`config.mk`:
```
export PLATFORM = sky130hd
export DESIGN_NAME = fetch_pcreg
export DESIGN_NICKNAME = d
export VERILOG_FILES = /design/src/rtl/fetch_pcreg.sv
export SDC_FILE = /design/constraint.sdc
export NUM_CORES = 1
export LEC_CHECK = 0
export ABC_AREA = 1
export BUFFER_PORTS_ARGS = -buffer_cell sky130_fd_sc_hd__buf_4
export CAP_MARGIN = 20
export CORE_AREA = 2 2 152 154
export DETAILED_ROUTE_END_ITERATION = 16
export DIE_AREA = 0 0 154 156
export PLACE_DENSITY = 0.73
export RECOVER_POWER = 25
export SYNTH_ARGS = -nofsm -noshare
export SYNTH_HDL_FRONTEND = slang
export SYNTH_SLANG_ARGS = --single-unit
```
`constraint.sdc`:
```
create_clock -name clk -period 4.63 [get_ports clk]
set_input_delay 0 -clock clk [delete_from_list [all_inputs] [get_ports clk]]
set_output_delay 0 -clock clk [all_outputs]
set_load 0.02 [all_outputs]
```
`src/rtl/fetch_pcreg.sv`:
```
// Fetch-stage PC register and single-outstanding instruction requester.
// Holds the fetch PC, issues one bus request at a time and presents the result to decode.
module fetch_pcreg #(
  parameter logic [63:0] PC_RESET = 64'h0000_0000_8000_0000
) (
  input  logic        clk,
  input  logic        reset,
  output logic [63:0] pc,
  input  logic [63:0] pcplus4,
  input  logic        redirect_valid,
  input  logic [63:0] redirect_pc,
  output logic        ireq_valid,
  output logic [63:0] ireq_addr,
  input  logic        iresp_data_ok,
  input  logic [31:0] iresp_data,
  output logic        out_valid,
  input  logic        out_ready,
  output logic [63:0] out_pc,
  output logic [31:0] out_instr,
  output logic        out_exc
);

  localparam logic [1:0] S_REQ     = 2'd0;
  localparam logic [1:0] S_HOLD    = 2'd1;
  localparam logic [1:0] S_DISCARD = 2'd2;

  logic [1:0]  state;
  logic [63:0] req_addr;
  logic [31:0] instr_buf;
  logic        exc_buf;
  logic        misaligned;

  assign misaligned = req_addr[1:0] != 2'b00;

  assign ireq_valid = !reset && ((state == S_REQ && !misaligned) || state == S_DISCARD);
  assign ireq_addr  = req_addr;
  assign out_valid  = !reset && state == S_HOLD && !redirect_valid;
  assign out_pc     = req_addr;
  assign out_instr  = instr_buf;
  assign out_exc    = exc_buf;

  always_ff @(posedge clk) begin
    if (reset) begin
      pc        <= PC_RESET;
      req_addr  <= PC_RESET;
      state     <= S_REQ;
      instr_buf <= 32'd0;
      exc_buf   <= 1'b0;
    end else begin
      case (state)
        S_REQ: begin
          if (redirect_valid) begin
            pc <= redirect_pc;
            // With nothing left on the bus the new target can be requested directly.
            if (iresp_data_ok || misaligned) begin
              req_addr <= redirect_pc;
            end else begin
              state <= S_DISCARD;
            end
          end else if (misaligned) begin
            instr_buf <= 32'd0;
            exc_buf   <= 1'b1;
            state     <= S_HOLD;
          end else if (iresp_data_ok) begin
            instr_buf <= iresp_data;
            exc_buf   <= 1'b0;
            state     <= S_HOLD;
          end
        end
        S_HOLD: begin
          if (redirect_valid) begin
            pc       <= redirect_pc;
            req_addr <= redirect_pc;
            state    <= S_REQ;
          end else if (out_ready) begin
            pc       <= pcplus4;
            req_addr <= pcplus4;
            state    <= S_REQ;
          end
        end
        S_DISCARD: begin
          // req_addr keeps the stale address on the bus until its response drains.
          if (iresp_data_ok) begin
            if (redirect_valid) begin
              pc       <= redirect_pc;
              req_addr <= redirect_pc;
            end else begin
              req_addr <= pc;
            end
            state <= S_REQ;
          end else if (redirect_valid) begin
            pc <= redirect_pc;
          end
        end
        default: state <= S_REQ;
      endcase
    end
  end

endmodule

```
# --- Word-level counts from Yosys, hierarchy flattened ---
# Cells that the tools add are included.
classes:
  n_eq_ne: 8
  mux: 20
  bitwise: 1
  reduce_logical: 19
op_table:
  columns: ["cell", "n"]
  rows:
  - ["$mux W64", 6]
  - ["$pmux W64 S3", 1]
  - ["$pmux W64 S2", 1]
  - ["$mux W32", 2]
  - ["$mux W2", 7]
  - ["$ne A3 B3 Y1 const B", 2]
  - ["$pmux W2 S3", 1]
  - ["$reduce_bool A2 Y1", 3]
  - ["$reduce_and A5 Y1", 1]
  - ["$logic_and A1 B1 Y1", 4]
  - ["$ne A2 B2 Y1 const B", 2]
  - ["$ne A4 B4 Y1 const B", 1]
  - ["$reduce_and A4 Y1", 1]
  - ["$logic_not A1 Y1", 3]
  - ["$reduce_and A3 Y1", 1]
  - ["$reduce_bool A3 Y1", 1]
  - ["$eq A2 B1 Y1 const B", 1]
  - ["$eq A2 B2 Y1 const B", 1]
  - ["$logic_not A2 Y1", 1]
  - ["$logic_or A1 B1 Y1", 2]
  - ["$mux W1", 2]
  - ["$ne A2 B1 Y1 const B", 1]
  - ["$reduce_and A2 Y1", 1]
  - ["$reduce_or A2 Y1", 1]
  - ["$not A1 Y1", 1]
totals:
  register_bits: 163
  inputBits: 165
  elab_cells: 53

# --- Longest topological paths before layout ---
# Gate-level depths: netlist of the first run.
depth:
  ltp_word: 5
  ltp_mapped: 11

# --- Least setup slack after synthesis of the first run ---
# No wires, ideal clock.
synth_path:
  path_kind: "reg2reg"
  from: "reg state[0]"
  to: "reg req_addr[44] (netlist: ireq_addr[44])"
  setup_time_ns: 0.114
  arrival_ns: 1.514
  required_time_ns: 4.516
  path_slack_ns: 3.002
  stages_incl_launch_ff: 9
  path_buffers: 3
  cell_sequence: "dfxtp_1 -> inv_1 -> ha_1 -> buf_2 -> clkbuf_1 -> buf_2 -> nand3_1 -> a21oi_1 -> nor2_1"
synth_via:
  elab_chain_cells: 3
synth_lines:
  columns: ["element", "line", "rtl"]
  rows:
  - ["start: declaration", "27", "logic [1:0] state;"]
  - ["start signal: assignment", "46", "state <= S_REQ;"]
  - ["start signal: assignment", "58", "state <= S_DISCARD;"]
  - ["start signal: assignment", "63", "state <= S_HOLD;"]
  - ["$eq A2 B1 Y1 (tied with other cells)", "50", "case (state)"]
  - ["$ne A3 B3 Y1 (no source line) (tied with other cells)", null, null]
  - ["$reduce_and A5 Y1 (no source line)", null, null]
  - ["end signal: assignment", "56", "req_addr <= redirect_pc;"]
  - ["end signal: assignment", "73", "req_addr <= redirect_pc;"]
  - ["end signal: assignment", "77", "req_addr <= pcplus4;"]
  - ["end: declaration", "28", "logic [63:0] req_addr;"]
# Several ways; a longest one is shown, not always the timed one.
# A chain may end at the register's enable or synchronous reset.

# --- Final worst setup path of the first run ---
layout_path:
  from: "reg req_addr[0] (netlist: ireq_addr[0])"
  to: "reg req_addr[31] (netlist: ireq_addr[31])"
layout_via:
  elab_chain_cells: 4
layout_lines:
  columns: ["element", "line", "rtl"]
  rows:
  - ["$reduce_bool A2 Y1", "33", "assign misaligned = req_addr[1:0] != 2'b00;"]
  - ["$logic_or A1 B1 Y1", "55", "if (iresp_data_ok || misaligned) begin"]
  - ["$ne A2 B1 Y1 (no source line)", null, null]
  - ["$reduce_and A5 Y1 (no source line)", null, null]
# No other way between the ends.

==> results of run 1 <==
sequential cells by signal (all words and copies together) (netlist names):
signal / cells
ireq_addr: 64
out_exc: 1
out_instr: 32
pc: 64
state: 2
Yosys cell counts (all sizes together):
library cell    n
nand2         686
a21oi         226
dfxtp         163
buf           135
nand3         102
inv            76
nor2           74
o21ai          63
or2            63
clkbuf         45
ha              5
a211oi          1
o211ai          1
logic make-up (layout without fill, tap and decap cells):
| family | after synthesis | in the layout | synth area share |
|---|---|---|---|
| fa+ha+maj | 5 | 5 | 0.006369 |
| simple gates | 925 | 925 | 0.3828 |
| flops | 163 | 163 | 0.3322 |
| compound gates | 291 | 291 | 0.1492 |
| buf+inv | 256 | 670 | 0.1294 |
| other cells | 0 | 2 | 0 |
stage by stage:
step           total power, W  worst slack, ns  hold WS [ns]    util  area [um^2]
5_1_grt               0.01002            1.389       0.02589  0.6292        14070
3_3_place_gp         0.007872            1.844        0.2815  0.5498        12300
6_report             0.009350            1.609       0.01264  0.6294        14080
2_1_floorplan        0.006202            3.002        0.1607       -         9822
4_1_cts              0.009516            1.599     0.0008267  0.6455        14440
3_5_place_dp         0.007944            1.771        0.2899  0.5498        12300
path summary, 6_finish.rpt:
| check | startpoint | end | slack, ns | cells past startpoint |
|---|---|---|---|---|
| worst max-delay path | ireq_addr[0]$_SDFFE_PP0P_ | ireq_addr[31]$_SDFFE_PP1P_ | 1.61 | 9 |
| worst min-delay path | reset | out_instr[30]$_SDFFE_PP0P_ | 0.01 | 2 |
| worst max register to register | ireq_addr[0]$_SDFFE_PP0P_ | ireq_addr[31]$_SDFFE_PP1P_ | 1.61 | 9 |
| worst min register to register | out_exc$_SDFFE_PP0P_ | out_exc$_SDFFE_PP0P_ | 0.47 | 2 |
critical path: stages, from the launching register on:
cell           delay [ns]
dfxtp_1              0.36
nor2_2               0.11
buf_4                0.37
nand3_1              0.20
nand3_4              0.51
buf_4                0.59
nor2_1               0.08
nand2_1              0.07
dlygate4sd3_1        0.54
nand2_1              0.05
metal layers:
metal,vias up,GRT usage,routed length (um)
met5,-,0,0
met4,0,0.1251,1176
met3,98,0.05528,2788
met2,609,0.5283,18550
met1,5596,0.3581,14940
li1,5930,-,-
report_power, final:
group / internal (W) / switching (W) / total, W
registers: 0.00190 / 0.000414 / 0.00232
clock network: 0.000774 / 0.000657 / 0.00143
logic: 0.00197 / 0.00363 / 0.00560
total: 0.00465 / 0.00470 / 0.00935
final cells by class:
type                            count  area, um^2  share of cell area
Sequential cell                   163        3263              0.2318
Antenna cell                        2       5.005           0.0003555
Multi-Input combinational cell   1221        5333              0.3788
Clock buffer                       18       439.2             0.03120
Timing Repair Buffer              563        4253              0.3021
Inverter                           76       289.0             0.02053
Clock inverter                     13       138.9            0.009866
Tap cell                          285       356.6             0.02533
repair_timing:
item,in CTS,in global routing
hold endpoints to repair,159,0
resized for setup,0,0
hold buffers,156,0
==> flow_metrics.env, run 1 <==
export IMPL_drt_initial_drc_count=860
export IMPL_hold_violations=0
export IMPL_clock_skew_ns=0.01462
export IMPL_vias=12230
export IMPL_fp_dieH_um=156
export IMPL_num_fill_cells=2080
export IMPL_cp_start_kind="register"
export IMPL_clock_latency_ns=0.43
export IMPL_synth_cells=1640
export IMPL_core_area_um2=22370
export IMPL_synthTopCellsByArea="dfxtp_1 33%, nand2_1 26%, a21oi_1 11%"
export IMPL_row_count=55
export IMPL_hold_class="in2reg"
export IMPL_io_buffer_count=391
export IMPL_gp_congestion=0.8287
export IMPL_layout_common_cells="686 x nand2_1, 310 x buf_4, 225 x a21oi_1, 163 x dfxtp_1, 156 x dlygate4sd3_1"
export IMPL_cts_buffers=17
export IMPL_stdcell_count=2341
export IMPL_ys_seq_elements=163
export IMPL_grt_max_degree=75
export IMPL_avgSynthCellArea_um2=5.989
export IMPL_placed_cells=2152
export IMPL_die_x_um=154
export IMPL_critPathKind="reg2reg"
export IMPL_fin_tns_setup_ns=0
export IMPL_floorplan_initialDensity=0.4392
export IMPL_cts_sink_count=163
export IMPL_fin_crit_sh=0.6524
export IMPL_layout_commonest_cell="nand2_1"
export IMPL_drtAntennaViolNets=0
export IMPL_power_leakage_nw=6.678
export IMPL_drtPass1Iterations=7
export IMPL_area_growth_synth_to_final_pct=43.33
export IMPL_worst_path_max_fanout=52
export IMPL_drc=0
export IMPL_peakVddDrop_uv=575.4
export IMPL_crit_arrival_ns=3.34
export IMPL_cts_setup_buffers=0
export IMPL_ys_seq_area_frac=0.3322
export IMPL_tritoncts="built"
export IMPL_overflow=0
export IMPL_ioPinCount=392
export IMPL_maxCapViolations=0
export IMPL_grt_antenna_before_repair=0
export IMPL_synth_area_leader_cell="dfxtp_1"
export IMPL_drt_total_wl_mm=37.46
export IMPL_worst_slew_pin_slew_ns=0.9375
export IMPL_hpwlAfterDp_mm=22.45
export IMPL_rsz0062_at_grt="false"
export IMPL_grt_pass1_wl_mm=58.76
export IMPL_status="completed"
export IMPL_clockRootBuffer="clkbuf_16"
export IMPL_synth_cell_area_um2=9822
export IMPL_clock_fmax_mhz=331.0
export IMPL_grt_pass1_vias=11410
export IMPL_routedWlPerCell_um=16.00
export IMPL_slew_viol_final=0
export IMPL_cp_end_kind="register"
export IMPL_synth_top_cell_area_share=0.3322
export IMPL_synth_cell_type_count=18
export IMPL_drive_gt1_frac=0.2020
export IMPL_clockBufferDepth=2
export IMPL_p_per_area_nw_per_um2=664.2
export IMPL_track_usage=0.2994
export IMPL_yosysWarnings=0
export IMPL_viasPerCell=5.226
export IMPL_nets=2212
export IMPL_cp_required_ns=4.95
export IMPL_slew_headroom=0.3750
export IMPL_finalSetupViolCount=0
export IMPL_period_needed_ns=3.021
export IMPL_clkSlewWorstSetupHoldPaths_ns=0.08
export IMPL_die_area_um2=24020
export IMPL_h_tree_depth=4
export IMPL_synth_nets=1810
(Power assumes the default switching activity.)
==> run 2, diff against run 1 <==
Settings changed: CORE_AREA 2 2 152 154 to 2 2 151 153, DIE_AREA 0 0 154 156 to 0 0 153 155, PLACE_DENSITY 0.73 to 0.76.
Clock period 4.63 ns to 2.75 ns, I/O delays scaled along.
==> run 2 against run 1 <==
Compared with the run above:
- via count grew 0.11%
- combinational power grew 69%
- sequential cell count is the same
- non-clock buffer count grew 6
- utilization grew 0.61 points
- critical path depth shrank 3
- routed wire length shrank 1.5%
- hold slack lost 0.0034 ns
- sequential share of layout area shrank 0.080 points
- clock skew shrank 0.0014 ns
- largest power group unchanged
==> flow_metrics.env, run 2 (synthesized netlist as in run 1, its figures left out) <==
export IMPL_ioPinCount=392
export IMPL_cts_setup_buffers=0
export IMPL_cts_sink_count=163
export IMPL_peakVddDrop_uv=806.6
export IMPL_r2r_start="state[0]$_SDFFE_PP0P_"
export IMPL_io_buffer_count=391
export IMPL_cts_buffers=17
export IMPL_vias=12250
export IMPL_clkSlewWorstSetupHoldPaths_ns=0.06
export IMPL_worstHoldStart="pcplus4[37]"
export IMPL_die_x_um=153
export IMPL_cp_end_kind="output port"
export IMPL_viasPerCell=5.220
export IMPL_h_tree_depth=4
export IMPL_cp_start_kind="register"
export IMPL_grt_antenna_before_repair=1
export IMPL_grt_pass1_wl_mm=58.15
export IMPL_period_needed_ns=2.465
export IMPL_hpwlAfterDp_mm=22.93
export IMPL_setup_ws_ns=0.2852
export IMPL_fp_dieH_um=155
export IMPL_pre_cts_slack_ns=0.6499
export IMPL_worst_path_max_fanout=36
export IMPL_p_per_area_nw_per_um2=1109
export IMPL_die_area_um2=23720
export IMPL_grt_max_degree=74
export IMPL_slew_viol_final=0
export IMPL_hold_class="in2reg"
export IMPL_num_fill_cells=2035
export IMPL_crit_path_start="state[0]$_SDFFE_PP0P_"
export IMPL_status="completed"
export IMPL_rr_worst_depth=7
export IMPL_routedWlPerCell_um=15.72
export IMPL_tritoncts="built"
export IMPL_grt_pass1_vias=11680
export IMPL_drc=0
export IMPL_power_leakage_nw=6.701
export IMPL_drtPass1Iterations=7
export IMPL_drtAntennaViolNets=0
export IMPL_worst_slew_pin_slew_ns=0.8730
export IMPL_core_area_um2=22230
export IMPL_cp_required_ns=2.75
export IMPL_rsz0062_at_grt="false"
export IMPL_fin_crit_sh=0.8963
export IMPL_row_count=55
export IMPL_maxCapViolations=0
export IMPL_clock_latency_ns=0.43
export IMPL_hold_violations=0
export IMPL_layout_common_cells="686 x nand2_1, 314 x buf_4, 225 x a21oi_1, 163 x dfxtp_1, 154 x dlygate4sd3_1"
export IMPL_clockBufferDepth=2
export IMPL_track_usage=0.2978
export IMPL_critPathKind="reg2out"
export IMPL_overflow=0
export IMPL_area_growth_synth_to_final_pct=43.82
export IMPL_layout_commonest_cell="nand2_1"
export IMPL_fin_tns_setup_ns=0
export IMPL_finalSetupViolCount=0
export IMPL_drive_gt1_frac=0.2049
export IMPL_gp_congestion=0.8670
export IMPL_clockRootBuffer="clkbuf_16"
export IMPL_drt_initial_drc_count=904
export IMPL_clock_skew_ns=0.01327
export IMPL_slew_headroom=0.4180
export IMPL_nets=2218
export IMPL_drt_total_wl_mm=36.88
export IMPL_clock_fmax_mhz=405.7
export IMPL_crit_arrival_ns=2.46
export IMPL_min_path_cells=5
export IMPL_floorplan_initialDensity=0.4419
## run 2: cell types whose count changed in the layout (fill, tap and decap cells not counted)
| cell | delta |
|---|---|
| buf_12 | +4 |
| buf_4 | +4 |
| bufinv_16 | -1 |
| clkbuf_1 | +1 |
| clkinv_2 | +1 |
| clkinv_4 | -2 |
| clkinvlp_4 | +3 |
| diode_2 | -1 |
| dlygate4sd3_1 | -2 |
| inv_8 | -2 |
## run 2: final timing paths
| path | slack, ns | to |
|---|---|---|
| min | 0.009 | pc[37]$_SDFFE_PP0P_ |
| min reg2reg | 0.47 | out_instr[27]$_SDFFE_PP0P_ |
| max | 0.29 | ireq_valid |
| max reg2reg | 0.62 | pc[31]$_SDFFE_PP1P_ |
## run 2: power breakdown
group          leakage [nW]  total, W  internal [W]  switching, W
logic                  5.10   0.00947       0.00342       0.00605
registers              1.35   0.00392       0.00320      0.000713
clock network         0.254   0.00228       0.00119       0.00108
## run 2: timing repair
| action | 4_1_cts | 5_1_grt |
|---|---|---|
| setup endpoints to repair | 0 | 0 |
| hold buffers | 154 | 0 |
| endpoints found under the hold margin | 162 | 0 |
| resized for setup | 0 | 0 |
## run 2: final cells by class
cell class,count,area [um^2],area share
clock buffers,19,442.9,0.03136
well taps,285,356.6,0.02524
multi-input cells,1221,5333,0.3775
inverters,76,289.0,0.02046
clock inverters,12,96.34,0.006820
flip-flops and latches,163,3263,0.2310
diodes,1,2.502,0.0001771
repair buffers,569,4343,0.3074
## run 2: per-layer routing
metal  vias to the layer above  global-route usage  share of wire
met4                         0              0.1481          0.037
met1                      5584              0.3472           0.40
met2                       624              0.5245           0.49
met5                         -                   0              0
met3                       108             0.05738          0.074
li1                       5931                   -              -
## run 2: metrics by stage
| stage | util | total power, W | instance area (um^2) | instances | hold WS (ns) |
|---|---|---|---|---|---|
| 6_report | 0.6355 | 0.01567 | 14130 | 2346 | 0.009192 |
| 5_1_grt | 0.6355 | 0.01678 | 14130 | 2346 | 0.02287 |
| 4_1_cts | 0.6518 | 0.01597 | 14490 | 2345 | 0.001663 |
| 3_5_place_dp | 0.5582 | 0.01350 | 12410 | 2160 | 0.2889 |
| 3_3_place_gp | 0.5582 | 0.01334 | 12410 | 2160 | 0.2847 |
| 2_1_floorplan | - | 0.01044 | 9822 | 1640 | 0.1607 |
## run 2: critical path, cell delays in order, from the launching register on
cell      delay, ns
dfxtp_1        0.33
inv_1          0.16
ha_2           0.36
buf_4          0.46
inv_1          0.11
a211oi_1       0.36
buf_4          0.21
==> run 3, diff against run 2 <==
Settings changed: CORE_AREA 2 2 151 153 to 2 2 152 154, DIE_AREA 0 0 153 155 to 0 0 154 156, PLACE_DENSITY 0.76 to 0.73.
Clock period 2.75 ns to 3.06 ns, I/O delays scaled along.
==> run 3 against run 2 <==
Compared with the run above:
- clock-buffer cell count decreased by 1
- highest routed layer unchanged
- hold slack improved by 0.010 ns
- sequential power is 11% lower
- first-iteration DRC count is 1.9% higher
- largest power group unchanged
- die area up 1.3%
- utilization hardly changed
- largest cell class unchanged
- critical path type is now reg2reg
==> flow_metrics.env, run 3 (synthesized netlist as in run 1, its figures left out) <==
export IMPL_track_usage=0.2971
export IMPL_grt_max_degree=96
export IMPL_area_growth_synth_to_final_pct=44.68
export IMPL_clockRootBuffer="clkbuf_16"
export IMPL_p_per_area_nw_per_um2=1016
export IMPL_crit_arrival_ns=2.83
export IMPL_clockBufferDepth=2
export IMPL_clock_skew_ns=0.01679
export IMPL_layout_common_cells="686 x nand2_1, 312 x buf_4, 225 x a21oi_1, 163 x dfxtp_1, 159 x dlygate4sd3_1"
export IMPL_cp_slowest_stage_delay_ns=0.55
export IMPL_n_antenna_cell=0
export IMPL_maxCapViolations=0
export IMPL_clock_fmax_mhz=398.3
export IMPL_p_comb_frac=0.590
export IMPL_drtAntennaViolNets=0
export IMPL_finalSetupViolCount=0
export IMPL_pwr_share_clk=0.168
export IMPL_fin_crit_sh=0.8206
export IMPL_worst_path_max_fanout=58
export IMPL_io_buffer_count=391
export IMPL_p_sw_w=0.007130
export IMPL_routedWlPerCell_um=16.02
export IMPL_h_tree_depth=4
export IMPL_status="completed"
export IMPL_pre_cts_slack_ns=0.8999
export IMPL_overflow=0
export IMPL_cts_buffers=17
export IMPL_cts_sink_count=163
export IMPL_worst_path_stages=10
export IMPL_hold_buffers=159
export IMPL_r2r_start="state[1]$_SDFFE_PP0P_"
export IMPL_p_int_w=0.007310
export IMPL_peakVddDrop_uv=690.2
export IMPL_cp_required_ns=3.38
export IMPL_grt_pass1_wl_mm=57.86
export IMPL_layout_commonest_cell="nand2_1"
export IMPL_setup_ws_ns=0.5491
export IMPL_num_fill_cells=2038
export IMPL_min_path_cells=5
export IMPL_grt_pass1_vias=11270
export IMPL_drtPass1Iterations=6
export IMPL_fin_tns_setup_ns=0
export IMPL_swShare=0.4938
export IMPL_seq_power_share=0.241
export IMPL_vias=12200
export IMPL_die_x_um=154
export IMPL_worstHoldStart="pcplus4[55]"
export IMPL_stdcell_count=2346
export IMPL_clkSlewWorstSetupHoldPaths_ns=0.07
export IMPL_drt_total_wl_mm=37.59
export IMPL_tritoncts="built"
export IMPL_die_area_um2=24020
export IMPL_slew_headroom=0.3776
export IMPL_ioPinCount=392
export IMPL_drt_initial_drc_count=921
export IMPL_critical_path_buf_inv_count=4
export IMPL_viasPerCell=5.201
export IMPL_grt_antenna_before_repair=0
export IMPL_slew_viol_final=0
export IMPL_drc=0
export IMPL_hold_class="in2reg"
export IMPL_hpwlAfterDp_mm=22.67
export IMPL_floorplan_initialDensity=0.4392
export IMPL_cp_end_kind="register"
export IMPL_cp_start_kind="register"
export IMPL_clock_latency_ns=0.43
export IMPL_hold_path_end="pc[55]$_SDFFE_PP0P_"
export IMPL_cts_setup_buffers=0
export IMPL_worst_slew_pin_slew_ns=0.9325
export IMPL_gp_congestion=0.8338
export IMPL_r2r_setup_slack_ns=0.55
export IMPL_row_count=55
export IMPL_slowest_stage="dlygate4sd3_1"
export IMPL_nets=2218
export IMPL_crit_family="buffers and inverters"
export IMPL_rsz0062_at_grt="false"
export IMPL_holdWs_ns=0.01964
export IMPL_core_area_um2=22370
export IMPL_critPathKind="reg2reg"
export IMPL_rr_worst_depth=10
export IMPL_drive_gt1_frac=0.2033
export IMPL_reg2reg_to="ireq_addr[31]$_SDFFE_PP1P_"
export IMPL_cp_cell_sequence="inv_1 > ha_2 > a21oi_4 > buf_4 > nand3_4 > buf_4 > nor2_1 > nand2_1 > dlygate4sd3_1 > nand2_1"
export IMPL_placed_cells=2155
export IMPL_period_needed_ns=2.511
export IMPL_fp_dieH_um=156
export IMPL_cts_resized=0
export IMPL_power_leakage_nw=6.750
export IMPL_hold_violations=0
run 3: cell count changes in the layout (fill, tap and decap cells not counted):
cell / change
dlygate4sd3_1: +5
inv_8: +3
clkbuf_1: -1
clkinvlp_4: -4
bufinv_16: +4
diode_2: -1
buf_12: -3
inv_6: -1
buf_4: -2
run 3: power by group through the flow:
stage          sequential [W]  clock, W  combinational [W]
2_1_floorplan         0.00423         0            0.00515
3_3_place_gp          0.00349         0            0.00845
3_5_place_dp          0.00350         0            0.00855
4_1_cts               0.00347   0.00247            0.00876
5_1_grt               0.00357   0.00255            0.00934
6_report              0.00348   0.00243            0.00853
run 3: area by class of cell:
type | count | area [um^2] | area share
well taps | 285 | 356.6 | 0.02509
multi-input cells | 1221 | 5333 | 0.3753
clock inverters | 14 | 211.5 | 0.01488
flip-flops and latches | 163 | 3263 | 0.2296
inverters | 76 | 289.0 | 0.02034
clock buffers | 18 | 439.2 | 0.03091
repair buffers | 569 | 4318 | 0.3039
run 3: metrics by stage:
| stage | instance area [um^2] | utilization | power, W |
|---|---|---|---|
| CTS | 14570 | 0.6516 | 0.01470 |
| floorplan | 9822 | - | 0.009383 |
| global placement | 12330 | 0.5514 | 0.01193 |
| finish | 14210 | 0.6354 | 0.01444 |
| global route | 14210 | 0.6354 | 0.01546 |
| detailed placement | 12330 | 0.5514 | 0.01205 |
run 3: layer usage:
metal,vias up,GRT usage,part of all wire
met1,5536,0.3451,0.39
met2,608,0.5257,0.50
li1,5938,-,-
met4,0,0.1455,0.037
met5,-,0,0
met3,120,0.05639,0.073
run 3: worst max path at each step:
stage | from | endpoint
6_report | state[1]$_SDFFE_PP0P_ | ireq_addr[31]$_SDFFE_PP1P_
3_3_place_gp | state[0]$_SDFFE_PP0P_ | out_instr[28]$_SDFFE_PP0P_
2_1_floorplan | state[0]$_SDFFE_PP0P_ | ireq_addr[44]$_SDFFE_PP0P_
5_1_grt | state[1]$_SDFFE_PP0P_ | ireq_addr[31]$_SDFFE_PP1P_
3_5_place_dp | state[0]$_SDFFE_PP0P_ | out_instr[7]$_SDFFE_PP0P_
4_1_cts | state[1]$_SDFFE_PP0P_ | ireq_addr[31]$_SDFFE_PP1P_
run 3: tightest hold or removal path, stage by stage:
cell and delay, ns:
buf_4 0.10, nand2_1 0.05, nand2_1 0.07, a21oi_1 0.07
a21oi_1 0.12
